$ cat src/rtl/wb_pkg.sv
// Shared definitions for the MEM/WB pipeline stage: write-back select codes,
// load funct3 codes, occupancy states and the default-width payload record.
package wb_pkg;

    localparam int WB_XLEN       = 32;
    localparam int WB_REG_ADDR_W = 5;
    localparam int WB_SEL_W      = 3;

    localparam logic [WB_SEL_W-1:0] WB_SEL_ALU   = 3'b000;
    localparam logic [WB_SEL_W-1:0] WB_SEL_MEM   = 3'b001;
    localparam logic [WB_SEL_W-1:0] WB_SEL_PC4   = 3'b010;
    localparam logic [WB_SEL_W-1:0] WB_SEL_IMMU  = 3'b011;
    localparam logic [WB_SEL_W-1:0] WB_SEL_PCIMM = 3'b100;

    localparam logic [2:0] F3_LB  = 3'b000;
    localparam logic [2:0] F3_LH  = 3'b001;
    localparam logic [2:0] F3_LW  = 3'b010;
    localparam logic [2:0] F3_LBU = 3'b100;
    localparam logic [2:0] F3_LHU = 3'b101;

    typedef enum logic [1:0] {
        ST_EMPTY = 2'd0,
        ST_ONE   = 2'd1,
        ST_FULL  = 2'd2
    } wb_state_e;

    typedef struct packed {
        logic [WB_XLEN-1:0]       pc_plus_4;
        logic [WB_XLEN-1:0]       immu;
        logic [WB_XLEN-1:0]       pc_plus_immu;
        logic [WB_XLEN-1:0]       read_mem;
        logic [WB_XLEN-1:0]       alu_result;
        logic                     load;
        logic [2:0]               funct3;
        logic [WB_SEL_W-1:0]      wb_select;
        logic [WB_REG_ADDR_W-1:0] addr_wb;
        logic                     werf_enable;
    } wb_payload_t;

    localparam int WB_PAYLOAD_W = $bits(wb_payload_t);

endpackage

$ cat src/rtl/wb_pipeline_stage_if.sv
// Handshake and payload bundle between MEM, the MEM/WB stage and write-back.
// The stage itself connects through the slave modport; the driver of the
// MEM side and consumer of the WB side use the master modport.
interface wb_pipeline_stage_if
    import wb_pkg::*;
#(
    parameter int XLEN       = WB_XLEN,
    parameter int REG_ADDR_W = WB_REG_ADDR_W
);
    logic                  in_valid;
    logic                  in_ready;
    logic [XLEN-1:0]       pc_plus_4_in;
    logic [XLEN-1:0]       immu_in;
    logic [XLEN-1:0]       pc_plus_immu_in;
    logic [XLEN-1:0]       read_mem_in;
    logic [XLEN-1:0]       alu_result_in;
    logic                  load_in;
    logic [2:0]            funct3_in;
    logic [WB_SEL_W-1:0]   wb_select_in;
    logic [REG_ADDR_W-1:0] addr_wb_in;
    logic                  werf_enable_in;

    logic                  out_valid;
    logic                  out_ready;
    logic [XLEN-1:0]       pc_plus_4_out;
    logic [XLEN-1:0]       immu_out;
    logic [XLEN-1:0]       pc_plus_immu_out;
    logic [XLEN-1:0]       read_mem_out;
    logic [XLEN-1:0]       alu_result_out;
    logic                  load_out;
    logic [2:0]            funct3_out;
    logic [WB_SEL_W-1:0]   wb_select_out;
    logic [REG_ADDR_W-1:0] addr_wb_out;
    logic                  werf_enable_out;
    logic [XLEN-1:0]       wb_data;
    logic                  rf_we;

    modport slave (
        input  in_valid, pc_plus_4_in, immu_in, pc_plus_immu_in, read_mem_in,
               alu_result_in, load_in, funct3_in, wb_select_in, addr_wb_in,
               werf_enable_in, out_ready,
        output in_ready, out_valid, pc_plus_4_out, immu_out, pc_plus_immu_out,
               read_mem_out, alu_result_out, load_out, funct3_out, wb_select_out,
               addr_wb_out, werf_enable_out, wb_data, rf_we
    );

    modport master (
        output in_valid, pc_plus_4_in, immu_in, pc_plus_immu_in, read_mem_in,
               alu_result_in, load_in, funct3_in, wb_select_in, addr_wb_in,
               werf_enable_in, out_ready,
        input  in_ready, out_valid, pc_plus_4_out, immu_out, pc_plus_immu_out,
               read_mem_out, alu_result_out, load_out, funct3_out, wb_select_out,
               addr_wb_out, werf_enable_out, wb_data, rf_we
    );

endinterface

$ cat src/rtl/wb_load_align.sv
// Combinational load aligner: shifts the memory word by the byte offset and
// sign/zero-extends per funct3. Used only when WB_LOAD_ALIGN_EN is defined.
module wb_load_align
    import wb_pkg::*;
#(
    parameter int XLEN = WB_XLEN
) (
    input  logic [XLEN-1:0] i_read_mem,
    input  logic [1:0]      i_offset,
    input  logic [2:0]      i_funct3,
    output logic [XLEN-1:0] o_load_data
);
    logic [7:0]  w_byte;
    logic [15:0] w_half;

    assign w_byte = 8'(i_read_mem >> {i_offset, 3'b000});
    assign w_half = 16'(i_read_mem >> {i_offset, 3'b000});

    // Select and extend the addressed byte/halfword; a halfword at offset 3 straddles the word and reads as 0
    always_comb begin
        o_load_data = i_read_mem;
        case (i_funct3)
            F3_LB:   o_load_data = {{(XLEN-8){w_byte[7]}}, w_byte};
            F3_LBU:  o_load_data = {{(XLEN-8){1'b0}}, w_byte};
            F3_LH:   o_load_data = (i_offset == 2'd3) ? '0 : {{(XLEN-16){w_half[15]}}, w_half};
            F3_LHU:  o_load_data = (i_offset == 2'd3) ? '0 : {{(XLEN-16){1'b0}}, w_half};
            default: o_load_data = i_read_mem;
        endcase
    end

endmodule

$ cat src/rtl/wb_pipeline_stage.sv
// MEM/WB pipeline stage: valid/ready handshake with a main + skid register so
// a write-back stall does not throttle MEM, plus write-back data selection.
// Optional feature: define WB_LOAD_ALIGN_EN to align/extend load data.
module wb_pipeline_stage
    import wb_pkg::*;
#(
    parameter int XLEN       = WB_XLEN,
    parameter int REG_ADDR_W = WB_REG_ADDR_W
) (
    input  logic                clk,
    input  logic                rst_n,
    input  logic                flush,
    wb_pipeline_stage_if.slave  bus
);
    typedef struct packed {
        logic [XLEN-1:0]       pc_plus_4;
        logic [XLEN-1:0]       immu;
        logic [XLEN-1:0]       pc_plus_immu;
        logic [XLEN-1:0]       read_mem;
        logic [XLEN-1:0]       alu_result;
        logic                  load;
        logic [2:0]            funct3;
        logic [WB_SEL_W-1:0]   wb_select;
        logic [REG_ADDR_W-1:0] addr_wb;
        logic                  werf_enable;
    } payload_t;

    wb_state_e       r_state;
    wb_state_e       w_state_nxt;
    payload_t        r_main;
    payload_t        r_skid;
    payload_t        w_main_nxt;
    payload_t        w_skid_nxt;
    payload_t        w_in;
    logic            r_in_ready;
    logic            w_out_valid;
    logic            w_accept;
    logic            w_pop;
    logic [XLEN-1:0] w_load_data;
    logic [XLEN-1:0] w_wb_sel;

    assign w_in = '{
        pc_plus_4:    bus.pc_plus_4_in,
        immu:         bus.immu_in,
        pc_plus_immu: bus.pc_plus_immu_in,
        read_mem:     bus.read_mem_in,
        alu_result:   bus.alu_result_in,
        load:         bus.load_in,
        funct3:       bus.funct3_in,
        wb_select:    bus.wb_select_in,
        addr_wb:      bus.addr_wb_in,
        werf_enable:  bus.werf_enable_in
    };

    assign w_out_valid = (r_state != ST_EMPTY);
    assign w_accept    = bus.in_valid & r_in_ready;
    assign w_pop       = w_out_valid & bus.out_ready;

    // Occupancy transitions; the head always lives in main, the second entry in skid
    always_comb begin
        w_state_nxt = r_state;
        w_main_nxt  = r_main;
        w_skid_nxt  = r_skid;
        if (flush) begin
            w_state_nxt = ST_EMPTY;
        end else begin
            case (r_state)
                ST_EMPTY: begin
                    if (w_accept) begin
                        w_state_nxt = ST_ONE;
                        w_main_nxt  = w_in;
                    end
                end
                ST_ONE: begin
                    if (w_accept && !w_pop) begin
                        w_state_nxt = ST_FULL;
                        w_skid_nxt  = w_in;
                    end else if (w_pop && !w_accept) begin
                        w_state_nxt = ST_EMPTY;
                    end else if (w_accept && w_pop) begin
                        w_main_nxt  = w_in;
                    end
                end
                ST_FULL: begin
                    if (w_pop) begin
                        w_state_nxt = ST_ONE;
                        w_main_nxt  = r_skid;
                    end
                end
                default: w_state_nxt = ST_EMPTY;
            endcase
        end
    end

    // State and storage registers; in_ready is registered from the next occupancy
    always_ff @(posedge clk) begin
        if (!rst_n) begin
            r_state    <= ST_EMPTY;
            r_in_ready <= 1'b1;
            r_main     <= '0;
            r_skid     <= '0;
        end else begin
            r_state    <= w_state_nxt;
            r_in_ready <= (w_state_nxt != ST_FULL);
            r_main     <= w_main_nxt;
            r_skid     <= w_skid_nxt;
        end
    end

`ifdef WB_LOAD_ALIGN_EN
    wb_load_align #(
        .XLEN (XLEN)
    ) u_load_align (
        .i_read_mem  (r_main.read_mem),
        .i_offset    (r_main.alu_result[1:0]),
        .i_funct3    (r_main.funct3),
        .o_load_data (w_load_data)
    );
`else
    assign w_load_data = r_main.read_mem;
`endif

    // Write-back source select for the head entry; unused codes fall back to the ALU result
    always_comb begin
        w_wb_sel = r_main.alu_result;
        case (r_main.wb_select)
            WB_SEL_ALU:   w_wb_sel = r_main.alu_result;
            WB_SEL_MEM:   w_wb_sel = w_load_data;
            WB_SEL_PC4:   w_wb_sel = r_main.pc_plus_4;
            WB_SEL_IMMU:  w_wb_sel = r_main.immu;
            WB_SEL_PCIMM: w_wb_sel = r_main.pc_plus_immu;
            default:      w_wb_sel = r_main.alu_result;
        endcase
    end

    assign bus.in_ready         = r_in_ready;
    assign bus.out_valid        = w_out_valid;
    assign bus.pc_plus_4_out    = r_main.pc_plus_4;
    assign bus.immu_out         = r_main.immu;
    assign bus.pc_plus_immu_out = r_main.pc_plus_immu;
    assign bus.read_mem_out     = r_main.read_mem;
    assign bus.alu_result_out   = r_main.alu_result;
    assign bus.load_out         = r_main.load;
    assign bus.funct3_out       = r_main.funct3;
    assign bus.wb_select_out    = r_main.wb_select;
    assign bus.addr_wb_out      = r_main.addr_wb;
    assign bus.werf_enable_out  = r_main.werf_enable;
    assign bus.wb_data          = w_out_valid ? w_wb_sel : '0;
    assign bus.rf_we            = w_out_valid & r_main.werf_enable & (r_main.addr_wb != '0);

endmodule

$ cat src/flat_wrapper.sv
// flat-port wrapper written by rule: the top's interface ports become plain ports
module wb_pipeline_stage_flat import wb_pkg::*;
#(
    parameter int XLEN       = WB_XLEN,
    parameter int REG_ADDR_W = WB_REG_ADDR_W
)
  (clk, rst_n, flush, bus_in_valid, bus_pc_plus_4_in, bus_immu_in, bus_pc_plus_immu_in, bus_read_mem_in, bus_alu_result_in, bus_load_in, bus_funct3_in, bus_wb_select_in, bus_addr_wb_in, bus_werf_enable_in, bus_out_ready, bus_in_ready, bus_out_valid, bus_pc_plus_4_out, bus_immu_out, bus_pc_plus_immu_out, bus_read_mem_out, bus_alu_result_out, bus_load_out, bus_funct3_out, bus_wb_select_out, bus_addr_wb_out, bus_werf_enable_out, bus_wb_data, bus_rf_we);
  wb_pipeline_stage_if #(.XLEN(XLEN), .REG_ADDR_W(REG_ADDR_W)) bus_i ();
  input  logic clk;
  input  logic rst_n;
  input  logic flush;
  input wire logic [$bits(bus_i.in_valid)-1:0] bus_in_valid;
  input wire logic [$bits(bus_i.pc_plus_4_in)-1:0] bus_pc_plus_4_in;
  input wire logic [$bits(bus_i.immu_in)-1:0] bus_immu_in;
  input wire logic [$bits(bus_i.pc_plus_immu_in)-1:0] bus_pc_plus_immu_in;
  input wire logic [$bits(bus_i.read_mem_in)-1:0] bus_read_mem_in;
  input wire logic [$bits(bus_i.alu_result_in)-1:0] bus_alu_result_in;
  input wire logic [$bits(bus_i.load_in)-1:0] bus_load_in;
  input wire logic [$bits(bus_i.funct3_in)-1:0] bus_funct3_in;
  input wire logic [$bits(bus_i.wb_select_in)-1:0] bus_wb_select_in;
  input wire logic [$bits(bus_i.addr_wb_in)-1:0] bus_addr_wb_in;
  input wire logic [$bits(bus_i.werf_enable_in)-1:0] bus_werf_enable_in;
  input wire logic [$bits(bus_i.out_ready)-1:0] bus_out_ready;
  output wire logic [$bits(bus_i.in_ready)-1:0] bus_in_ready;
  output wire logic [$bits(bus_i.out_valid)-1:0] bus_out_valid;
  output wire logic [$bits(bus_i.pc_plus_4_out)-1:0] bus_pc_plus_4_out;
  output wire logic [$bits(bus_i.immu_out)-1:0] bus_immu_out;
  output wire logic [$bits(bus_i.pc_plus_immu_out)-1:0] bus_pc_plus_immu_out;
  output wire logic [$bits(bus_i.read_mem_out)-1:0] bus_read_mem_out;
  output wire logic [$bits(bus_i.alu_result_out)-1:0] bus_alu_result_out;
  output wire logic [$bits(bus_i.load_out)-1:0] bus_load_out;
  output wire logic [$bits(bus_i.funct3_out)-1:0] bus_funct3_out;
  output wire logic [$bits(bus_i.wb_select_out)-1:0] bus_wb_select_out;
  output wire logic [$bits(bus_i.addr_wb_out)-1:0] bus_addr_wb_out;
  output wire logic [$bits(bus_i.werf_enable_out)-1:0] bus_werf_enable_out;
  output wire logic [$bits(bus_i.wb_data)-1:0] bus_wb_data;
  output wire logic [$bits(bus_i.rf_we)-1:0] bus_rf_we;
  assign bus_i.in_valid = bus_in_valid;
  assign bus_i.pc_plus_4_in = bus_pc_plus_4_in;
  assign bus_i.immu_in = bus_immu_in;
  assign bus_i.pc_plus_immu_in = bus_pc_plus_immu_in;
  assign bus_i.read_mem_in = bus_read_mem_in;
  assign bus_i.alu_result_in = bus_alu_result_in;
  assign bus_i.load_in = bus_load_in;
  assign bus_i.funct3_in = bus_funct3_in;
  assign bus_i.wb_select_in = bus_wb_select_in;
  assign bus_i.addr_wb_in = bus_addr_wb_in;
  assign bus_i.werf_enable_in = bus_werf_enable_in;
  assign bus_i.out_ready = bus_out_ready;
  assign bus_in_ready = bus_i.in_ready;
  assign bus_out_valid = bus_i.out_valid;
  assign bus_pc_plus_4_out = bus_i.pc_plus_4_out;
  assign bus_immu_out = bus_i.immu_out;
  assign bus_pc_plus_immu_out = bus_i.pc_plus_immu_out;
  assign bus_read_mem_out = bus_i.read_mem_out;
  assign bus_alu_result_out = bus_i.alu_result_out;
  assign bus_load_out = bus_i.load_out;
  assign bus_funct3_out = bus_i.funct3_out;
  assign bus_wb_select_out = bus_i.wb_select_out;
  assign bus_addr_wb_out = bus_i.addr_wb_out;
  assign bus_werf_enable_out = bus_i.werf_enable_out;
  assign bus_wb_data = bus_i.wb_data;
  assign bus_rf_we = bus_i.rf_we;
  wb_pipeline_stage #(.XLEN(XLEN), .REG_ADDR_W(REG_ADDR_W)) u_core (.clk(clk), .rst_n(rst_n), .flush(flush), .bus(bus_i));
endmodule
$ cat config.mk
export PLATFORM = sky130hd
export DESIGN_NAME = wb_pipeline_stage_flat
export DESIGN_NICKNAME = d
export VERILOG_FILES = /design/src/rtl/wb_pkg.sv /design/src/rtl/wb_pipeline_stage_if.sv /design/src/rtl/wb_load_align.sv /design/src/rtl/wb_pipeline_stage.sv /design/src/flat_wrapper.sv
export SDC_FILE = /design/constraint.sdc
export NUM_CORES = 1
export LEC_CHECK = 0
export ABC_AREA = 1
export BUFFER_PORTS_ARGS = -buffer_cell sky130_fd_sc_hd__buf_2
export CAP_MARGIN = 20
export CELL_PAD_IN_SITES_DETAIL_PLACEMENT = 0
export CELL_PAD_IN_SITES_GLOBAL_PLACEMENT = 2
export CORE_MARGIN = 1
export CORE_UTILIZATION = 31
export CTS_BUF_LIST = sky130_fd_sc_hd__clkbuf_8
export CTS_CLUSTER_DIAMETER = 150
export DETAILED_ROUTE_END_ITERATION = 8
export HOLD_SLACK_MARGIN = 0.05
export PLACE_DENSITY = 0.95
export SYNTH_ARGS = -nofsm -noshare
export SYNTH_HDL_FRONTEND = slang
export SYNTH_HIERARCHICAL = 1
export SYNTH_SLANG_ARGS = --single-unit
$ cat constraint.sdc
create_clock -name clk -period 3.8 [get_ports clk]
set_input_delay 0.19 -clock clk [delete_from_list [all_inputs] [get_ports clk]]
set_output_delay 0.19 -clock clk [all_outputs]
set_load 0.02 [all_outputs]
After elaboration in Yosys (flattened, before gate mapping):

Cells that the tools add are included.

* $add $sub $neg: 0
* $lt $le $gt $ge: 0
* muxes and demuxes: 14
* shifts and indexed selects: 0
* reduce and logical (&&, ||, !) cells: 11
* equal/unequal tests: 12
* multipliers: 0
* div/mod/pow operators: 0
* bitwise gates (word level): 5

Operators with widths (count)
* two-way mux 173 bit: 5
* one-hot mux 173 bit (3 select lines): 1
* one-hot mux 32 bit (4 select lines): 1
* two-way mux 32 bit: 1
* two-way mux 2 bit: 5
* AND reduction 7 bit: 1
* equality test 3 x 2 -> 1 bit, second input constant: 2
* != test 2 x 1 -> 1 bit, second input constant: 3
* != test 2 bit, second input constant: 3
* one-hot mux 2 bit (3 select lines): 1
* nonzero test 5 bit: 1
* bitwise AND 1 bit: 4
* equality test 3 x 1 -> 1 bit, second input constant: 1
* equality test 3 bit, second input constant: 1
* logical AND 1 bit: 3
* AND reduction 3 bit: 1
* nonzero test 3 bit: 1
* equality test 2 x 1 -> 1 bit, second input constant: 1
* equality test 2 bit, second input constant: 1
* zero test 1 bit: 2
* zero test 2 bit: 1
* nonzero test 2 bit: 1
* inverter 1 bit: 1

* memories: 0
* word-level logic and storage cells: 64
* input port bits: 178
* bits in latches: 0
* output and inout port bits: 208
* RAM bits: 0
* memory bits (read-only): 0
* register bits: 349

Longest topological paths before layout:

* word-level depth: 8
* mapped depth: 10
* gate-level depth less buffers: 8

Worst setup path before layout:

OpenSTA, ideal clock, no wires.

* kind: register to output
* from: register u_core.r_main (netlist bit u_core/bus.wb_select_out[2])
* to: output bus_wb_data[10]
* stages on the path, launching flop included: 10
* path buffers: 2
* path slack: 1.957 ns
* data arrival time: 1.653 ns
* data required time: 3.610 ns
* cell sequence: dfxtp_1 buf_2 nor2_1 nand2_1 inv_1 clkbuf_1 nand2_1 nand2_1 nor2_1 a21oi_1

* cells in the longest elaborated chain, start to end: 3
* elaborated cells on any way between the ends: 6
* classes of those cells: 4 x eq/ne; 2 x mux

Ends and longest elaborated chain
* from (decl): line wb_pipeline_stage.sv:30 `payload_t r_main;`
* from (signal assigned): line wb_pipeline_stage.sv:105 `r_main <= w_main_nxt;`
* equality test 3 bit (tied with other cells): line wb_pipeline_stage.sv:126 `case (r_main.wb_select)`
* one-hot mux 32 bit (4 select lines) (*): line wb_pipeline_stage.sv:126
* two-way mux 32 bit (*): line wb_pipeline_stage.sv:148 `assign bus.wb_data = w_out_valid ? w_wb_sel : '0;`
* to (decl): line flat_wrapper.sv:36 `output wire logic [$bits(bus_i.wb_data)-1:0] bus_wb_data;`

Every way passes the cells marked *; elsewhere a longest branch is shown, timed or not.

Final worst setup path:

* from: register u_core.r_main (netlist bit u_core/bus.wb_select_out[1])
* to: output bus_wb_data[24]

The elaborated chain is that of the path after synthesis.

==> reports/metrics.yaml <==
yosysUniqueCellTypes: 15
fin_skew_ps: 20.5
peakVddDrop_uv: 240
timing.fmax_ghz: 0.327
dp_cells: 3754
synth_nets: 2987
drt-pass1-iter-count: 5
status: "complete, no violations"
yosys_warnings: 6
final_core_util: 0.413
p_leak_uw: 0.0110
port_buffers: 385
drtAntennaViolNets: 0
die-height_um: 238
wire_per_inst_um: 19.9
clk_latency_ps: 650
grt_overflow_total: 0
cts_tree: "done"
gr-usage-all-layers: 0.277
finalSetupTns_ps: 0
grt_max_degree: 175
hpwlAfterDp_um: 54000
core_area_um2: 55100
design.portCount: 386
drc: 0
post_cts_buffers: 0
final_cell_mix: "nand2_1 (975), buf_2 (384), nand3_1 (384)"
cts_resized: 0
netlist_instances: 2809
antenna_found_initial: 4
fill_cells: 5975
worstPathMaxFanout: 15
synth_top_cell_area_share: 0.404
initial_core_util: 0.314
placed_area_um2: 19600
cts_buffers: 68
grt_pass1_vias: 18414
place.gp.congestion: 0.897
finalNonFillerCells: 4055
drt_wl_total_um: 80700
area_delta_synth_final_pct: 31.7
multiInputGateArea_um2: 8530
seqCellArea_um2: 6990
synth_area_leader_cell: "dfxtp_1"
vias_per_cell: 4.93
hold_slack_ps: 357
clock_sinks: 349
avgSynthCellArea_um2: 6.16
fin_crit_sh: 0.805
min_period_ps: 3060
ys_top_cells_by_area: "dfxtp_1 (40%), nand2_1 (21%), nand3_1 (11%)"
drt_iter0_drc: 1592
maxSlewHeadroom: 0.348
ys_seq_area_frac: 0.404
nNetsFinal: 3432
final_common_cell: "nand2_1"
rsz0062_at_grt: "no"
clockRootBuffer: "clkbuf_8"
drv_cap: 0
grt_pass1_wl_um: 118000
required_ps: 3610
cts_buffer_depth: 3
num_vias: 19985
fp.dieW_um: 238
power_density_nw_per_um2: 421
setup_viol_count_final: 0
hold_viol: 0
tightest_slew_ps: 978
path_class: "reg2out"
worstPathArrival_ps: 2870
htreeDepth: 3
synth_area_um2: 17300
placementRows: 86
start_kind: "register"
dieArea_um2: 56700
synth-seq-cells: 349
drive_above_1_share: 0.161
design_area_um2: 22800
hold_class: "in2reg"
path_clk_slew_ps: 70
slew_viol_final: 0
worstSetupEndpointType: "primary output"
stage by stage:
step	power [uW]	setup WS (ps)
after detailed placement	5590	1280
final	9590	741
after floorplan	4880	1960
after global routing	10000	637
after global placement	5590	1200
after CTS	9680	555
cell type report:
class | count | area share
Inverter | 216 | 0.0360
Antenna cell | 4 | 0.000440
Timing Repair Buffer | 593 | 0.180
Sequential cell | 349 | 0.307
Multi-Input combinational cell | 2026 | 0.375
Clock inverter | 31 | 0.00786
Tap cell | 748 | 0.0411
Clock buffer | 88 | 0.0532
repair_timing:
| item | CTS | global route |
|---|---|---|
| hold buffers | 177 | 0 |
| setup endpoints to repair | 0 | 0 |
| endpoints found under the hold margin | 349 | 0 |
sequential cells by signal, indices dropped and copies added, names as in the netlist, 2 cells and up:
register,flops
u_core/bus.read_mem_out,32
u_core/bus.pc_plus_immu_out,32
u_core/bus.immu_out,32
u_core/bus.alu_result_out,32
u_core/r_state,2
u_core/bus.funct3_out,3
u_core/bus.pc_plus_4_out,32
u_core/r_skid,173
u_core/bus.addr_wb_out,5
u_core/bus.wb_select_out,3
per-layer routing:
metal | GRT usage | wire length (um) | part of all wire
met4 | 0.0882 | 1930 | 0.024
met3 | 0.0876 | 8340 | 0.10
met5 | 0 | 8 | 0.000099
met1 | 0.361 | 34200 | 0.42
met2 | 0.434 | 36200 | 0.45
where the power goes:
part | internal (uW) | switching (uW)
sequential | 3830 | 239
combinational | 562 | 1050
clock | 2150 | 1760
logic make-up after synthesis:
family,after synthesis,synth area share
flip-flops,349,0.404
AO/OA/AOI/OAI,240,0.0694
buffers and inverters,434,0.106
AND/OR/NAND/NOR,1786,0.420
Yosys cell counts (all sizes together):
cell type / n
nand4: 32
nor2: 391
clkbuf: 76
buf: 142
o21ai: 34
nand2: 977
inv: 216
nor3: 2
nand3: 384
a21oi: 206
dfxtp: 349
final timing paths:
| check | start | endpoint | slack, ps | cells past startpoint |
|---|---|---|---|---|
| worst max-delay path | u_core/bus.wb_select_out[1] | bus_wb_data[24] | 740 | 6 |
| worst min-delay path | bus_pc_plus_immu_in[12] | u_core/r_skid[89] | 360 | 4 |
| worst max register to register | u_core/r_state[0] | u_core/bus.read_mem_out[23] | 1340 | 8 |
| worst min register to register | u_core/r_skid[66] | u_core/r_skid[66] | 460 | 2 |
critical path, stage by stage, from the launching register on:
cell and delay (ps):
dfxtp_1 450, nand3_1 510, buf_4 400, o21ai_0 320, nor2_1 100, a21oi_1 220
buf_2 220
No activity file was read; power rests on OpenSTA's default activity.
